**src/rtl/abc_mul8_pkg.sv**
```systemverilog
// abc_mul8 shared types and constants.
// FSM encoding and fixed operand/result widths.
package abc_mul8_pkg;

  localparam int OP_W      = 8;
  localparam int RES_W     = 16;
  localparam int MUL_STEPS = 8;

  typedef enum logic [1:0] {
    IDLE = 2'd0,
    MUL  = 2'd1,
    DONE = 2'd2,
    REL  = 2'd3
  } state_t;

endpackage

```
**src/rtl/abc_mul8_mul8_seq.sv**
```systemverilog
// mul8_seq: sequential shift-and-add 8x8 unsigned core.
// start loads operands; done pulses one cycle once p is final.
module mul8_seq
  import abc_mul8_pkg::*;
(
  input  logic             clock,
  input  logic             reset,
  input  logic             start,
  input  logic [OP_W-1:0]  a,
  input  logic [OP_W-1:0]  b,
  output logic             done,
  output logic [RES_W-1:0] p
);

  logic [RES_W-1:0] acc;
  logic [RES_W-1:0] mcand;
  logic [OP_W-1:0]  mplier;
  logic [3:0]       cnt;
  logic             busy;

  assign p = acc;

  // one multiplier bit per cycle; acc holds its value after done
  always_ff @(posedge clock) begin
    if (reset) begin
      acc    <= '0;
      mcand  <= '0;
      mplier <= '0;
      cnt    <= '0;
      busy   <= 1'b0;
      done   <= 1'b0;
    end else begin
      done <= 1'b0;
      if (start) begin
        acc    <= '0;
        mcand  <= {{(RES_W-OP_W){1'b0}}, a};
        mplier <= b;
        cnt    <= 4'(MUL_STEPS);
        busy   <= 1'b1;
      end else if (busy) begin
        if (mplier[0])
          acc <= acc + mcand;
        mcand  <= mcand << 1;
        mplier <= mplier >> 1;
        cnt    <= cnt - 4'd1;
        if (cnt == 4'd1) begin
          busy <= 1'b0;
          done <= 1'b1;
        end
      end
    end
  end

endmodule

```
**src/rtl/abc_mul8.sv**
```systemverilog
// abc_mul8: two-channel handshaked 8x8 unsigned multiplier.
// Captures both operands, multiplies, strobes ok with m.
module abc_mul8
  import abc_mul8_pkg::*;
(
  input  logic             clock,
  input  logic             reset,
  input  logic [OP_W-1:0]  x,
  input  logic             dav1_,
  output logic             rfd1,
  input  logic [OP_W-1:0]  y,
  input  logic             dav2_,
  output logic             rfd2,
  output logic [RES_W-1:0] m,
  output logic             ok
);

  state_t           state;
  state_t           next;
  logic [OP_W-1:0]  xq;
  logic [OP_W-1:0]  yq;
  logic             cap1;
  logic             cap2;
  logic             start;
  logic             core_done;
  logic [RES_W-1:0] prod;
  logic             release_ok;

  assign release_ok = (state == REL) && dav1_ && dav2_;

  // ok is a pure state decode so it is high for DONE only
  assign ok = (state == DONE);

  mul8_seq u_core (
    .clock (clock),
    .reset (reset),
    .start (start),
    .a     (xq),
    .b     (yq),
    .done  (core_done),
    .p     (prod)
  );

  // next-state and core start
  always_comb begin
    next  = state;
    start = 1'b0;
    unique case (state)
      IDLE: begin
        if (cap1 && cap2) begin
          next  = MUL;
          start = 1'b1;
        end
      end
      MUL:     if (core_done) next = DONE;
      DONE:    next = REL;
      REL:     if (dav1_ && dav2_) next = IDLE;
      default: next = IDLE;
    endcase
  end

  // state register
  always_ff @(posedge clock) begin
    if (reset) state <= IDLE;
    else       state <= next;
  end

  // channel 1: capture once, re-arm only after both producers let go
  always_ff @(posedge clock) begin
    if (reset) begin
      rfd1 <= 1'b1;
      cap1 <= 1'b0;
      xq   <= '0;
    end else if (release_ok) begin
      rfd1 <= 1'b1;
      cap1 <= 1'b0;
    end else if (rfd1 && !dav1_) begin
      xq   <= x;
      rfd1 <= 1'b0;
      cap1 <= 1'b1;
    end
  end

  // channel 2: same handshake as channel 1
  always_ff @(posedge clock) begin
    if (reset) begin
      rfd2 <= 1'b1;
      cap2 <= 1'b0;
      yq   <= '0;
    end else if (release_ok) begin
      rfd2 <= 1'b1;
      cap2 <= 1'b0;
    end else if (rfd2 && !dav2_) begin
      yq   <= y;
      rfd2 <= 1'b0;
      cap2 <= 1'b1;
    end
  end

  // m is loaded on the edge entering DONE so it is valid as ok rises
  always_ff @(posedge clock) begin
    if (reset)
      m <= '0;
    else if (state == MUL && core_done)
      m <= prod;
  end

endmodule

```
**config.mk**
```make
export PLATFORM = sky130hd
export DESIGN_NAME = abc_mul8
export DESIGN_NICKNAME = d
export VERILOG_FILES = /design/src/rtl/abc_mul8_pkg.sv /design/src/rtl/abc_mul8_mul8_seq.sv /design/src/rtl/abc_mul8.sv
export SDC_FILE = /design/constraint.sdc
export NUM_CORES = 1
export LEC_CHECK = 0
export BUFFER_PORTS_ARGS = -buffer_cell sky130_fd_sc_hd__buf_2
export CAP_MARGIN = 20
export CORE_UTILIZATION = 45
export DETAILED_ROUTE_END_ITERATION = 10
export GPL_TIMING_DRIVEN = 0
export SYNTH_ARGS = -nofsm -noshare
export SYNTH_HDL_FRONTEND = slang
export SYNTH_SLANG_ARGS = --single-unit
```
**constraint.sdc**
```tcl
create_clock -name clock -period 4.61 [get_ports clock]
set_clock_uncertainty 0.05 [all_clocks]
set_input_delay 0.922 -clock clock [delete_from_list [all_inputs] [get_ports clock]]
set_output_delay 0.922 -clock clock [all_outputs]
set_load 0.02 [all_outputs]
```
==> run metrics <==
kind of critical path flop to flop; # Post-CTS Setup Buffers 0; LEAKAGE 1.76 nW; largest cells by area after synthesis dfxtp_1 (42%), nand2_1 (8.2%), a21oi_1 (7.0%); PnR Total Power 0.00147 W; final cell count without fillers 635; grt total ovfl 0; setup_tns 0 ns; antenna-violating nets left 0; via count approximately 3,400; Post-Synth Adder-Cell Area 0.0709; Post-synth top cells nand2_1 (87), dfxtp_1 (84), a21oi_1 (56); crit-path cells ha_1, fa_1, a211oi_2, o21bai_1, o32ai_2, o21ai_1, mux2i_1, nand3_1; Relative slew margins 0.625; row count 33; CTS tree done; Max Freq 0.432 GHz; peak supply drop around 0.00018 V; Detailed Routing Iterations Pass 1 4; most frequent cell after synthesis nand2_1; min Tclk post-route 2.32 ns; Total GRT Usage 0.205; Post-Synthesis Cell Area 3990 um2; Hold Buf Count CTS 0; 1st-iter DRT viols 169; Top FF cell, synth dfxtp_1; syn nets approximately 520; final WL 9070 um; wire length per cell approximately 14 um; nets@finish 567; Starting Density 0.476; post-synthesis simple-gate area fraction 0.207; boundary pin count 39; clock slew seen by the registers of the worst setup and hold paths 0.09 ns; clk sink count 84; Power Density between 300 and 400 nW/um2; Finished Core Util 0.538; Post-DP HPWL 6740 um; Worst Setup End Kind flop; post-cts resize count 0; final setup vio count 0; die area 9240 um2; first-pass GRT wire length around 14,000 um; Cells after Synth 476; asr flop ratio synth 0; Synth Area in Compound Gates 0.182; combinational family with the most area after synthesis simple AND/OR/NAND/NOR gates; # H-tree levels 3; post-synthesis sequential element count between 80 and 90; Max Cap Viol 0; EDFF count, synth 0; clk root buf clkbuf_8; Mean Syn Cell Area 8.38 um2; mux cell area share after synthesis 0.0628; Critical Path Max Stage Delay ~0.44 ns; clk_lat worst skew 0.36 ns; # diodes 0; xor and xnor area share after synthesis 0.0176; Yosys top cell area share 0.422; status finished, final reports clean; Startpoint Class flop; post-synth cell types 49; Die Height 96.1 um; crit path DAT 2.51 ns; unrepaired setup endpoints after global routing no; pin count of the biggest net entering global routing 17; area delta synth->final 13.2%; gp weighted congestion 0.799; die span in x roughly 96 um; cell accounting for the most synthesized area dfxtp_1; dpl cells 619; Seq/Total Area, Yosys 0.422; Required @ worst endpoint between 4 and 5 ns; Tcrit/Tclk final 0.502; Final Hold Fails 0; I/O Buffers 38; Yosys warnings 0; vias in the first global route 2,980; Num CTS Buffers 9; Hold Path Class flop to flop; Critical-path top delay cell fa_1; vias per inst around 5.3; Slew @ Worst Pin between 0.5 and 0.6 ns; Slew Viols, Final 0; CTS max path bufs 2; Layout fillers just over 800; share of cells above drive strength 1 0.130; DRC 0; Max FO, Critical Path 3; initial antenna violation count 0; core area 8380 um2
sequential cells by signal, summed over array words and instances (netlist names):
signal         cells
rfd1               1
m                 16
u_core.p          16
rfd2               1
cap2               1
state              2
xq                 8
cap1               1
yq                 8
u_core.busy        1
u_core.done        1
u_core.mplier      8
u_core.cnt         4
u_core.mcand      16
critical path, delay by kind of cell, from the launching register on:
kind,cells,cell delay [ns]
flops,1,0.34
fa+ha+maj,2,0.68
simple gates,1,0.08
mux,1,0.16
compound gates,4,0.92
final timing paths:
path,slack (ns),endpoint,from,cells after the start
worst min-delay path,0.40,m[9]$_SDFFE_PP0P_,m[9]$_SDFFE_PP0P_,2
worst min register to register,0.40,m[9]$_SDFFE_PP0P_,m[9]$_SDFFE_PP0P_,2
worst max-delay path,2.29,u_core.p[12]$_SDFFE_PP0P_,u_core.p[0]$_SDFFE_PP0P_,8
worst max register to register,2.29,u_core.p[12]$_SDFFE_PP0P_,u_core.p[0]$_SDFFE_PP0P_,8
metal layers:
metal	global-route usage	part of all wire	routed length, um	vias up
li1	-	-	-	1753
met1	0.284	0.51	4590	1541
met2	0.310	0.44	3990	54
met3	0.0395	0.039	357	10
met4	0.0846	0.015	133	0
met5	0	0	0	-
cell type report:
| type | instances | area (um2) | area share |
|---|---|---|---|
| multi-input cells | 353 | 2150 | 0.477 |
| flip-flops and latches | 84 | 1680 | 0.373 |
| repair buffers | 38 | 190 | 0.0421 |
| well taps | 105 | 131 | 0.0291 |
| clock buffers | 9 | 124 | 0.0274 |
| plain buffers | 28 | 110 | 0.0244 |
| clock inverters | 7 | 80.1 | 0.0177 |
| inverters | 11 | 41.3 | 0.00915 |
stage by stage:
stage	hold WS [ns]	instance area, um2	setup slack, ns
2_1_floorplan	0.382	3990	2.50
3_3_place_gp	0.390	4310	2.17
3_5_place_dp	0.394	4310	2.14
4_1_cts	0.407	4510	2.28
5_1_grt	0.422	4510	2.11
6_report	0.404	4510	2.29
where the power goes:
| part | leakage, nW | internal, W | switching (W) | total (W) |
|---|---|---|---|---|
| Clock | 0.103 | 0.000259 | 0.000293 | 0.000552 |
| Sequential | 0.681 | 0.000752 | 0.0000204 | 0.000773 |
| Combinational | 0.979 | 0.0000588 | 0.0000907 | 0.000149 |
cells in the final DEF, fill, tap and decap left out, types with 3 or more instances in the layout:
cell type / n
and3_1: 6
o21ai_0: 5
clkbuf_8: 9
nand3b_1: 3
or4_1: 3
nand2b_1: 3
o21ai_1: 3
mux2i_1: 25
a21o_1: 8
inv_1: 11
nand2_1: 87
nand4_1: 3
nand3_1: 18
dfxtp_1: 84
ha_1: 21
inv_6: 3
nor3_1: 4
xnor2_1: 7
nor2_1: 47
clkbuf_1: 22
buf_2: 42
nor2b_1: 3
a21oi_1: 56
a211oi_1: 18
cells by family (layout without fill, tap and decap cells):
logic type | after synthesis | count (layout)
simple gates | 187 | 187
mux | 25 | 25
compound gates | 111 | 111
buf+inv | 39 | 93
flops | 84 | 84
fa+ha+maj | 22 | 22
xor+xnor | 8 | 8
Power figures use the tool's default switching activity.
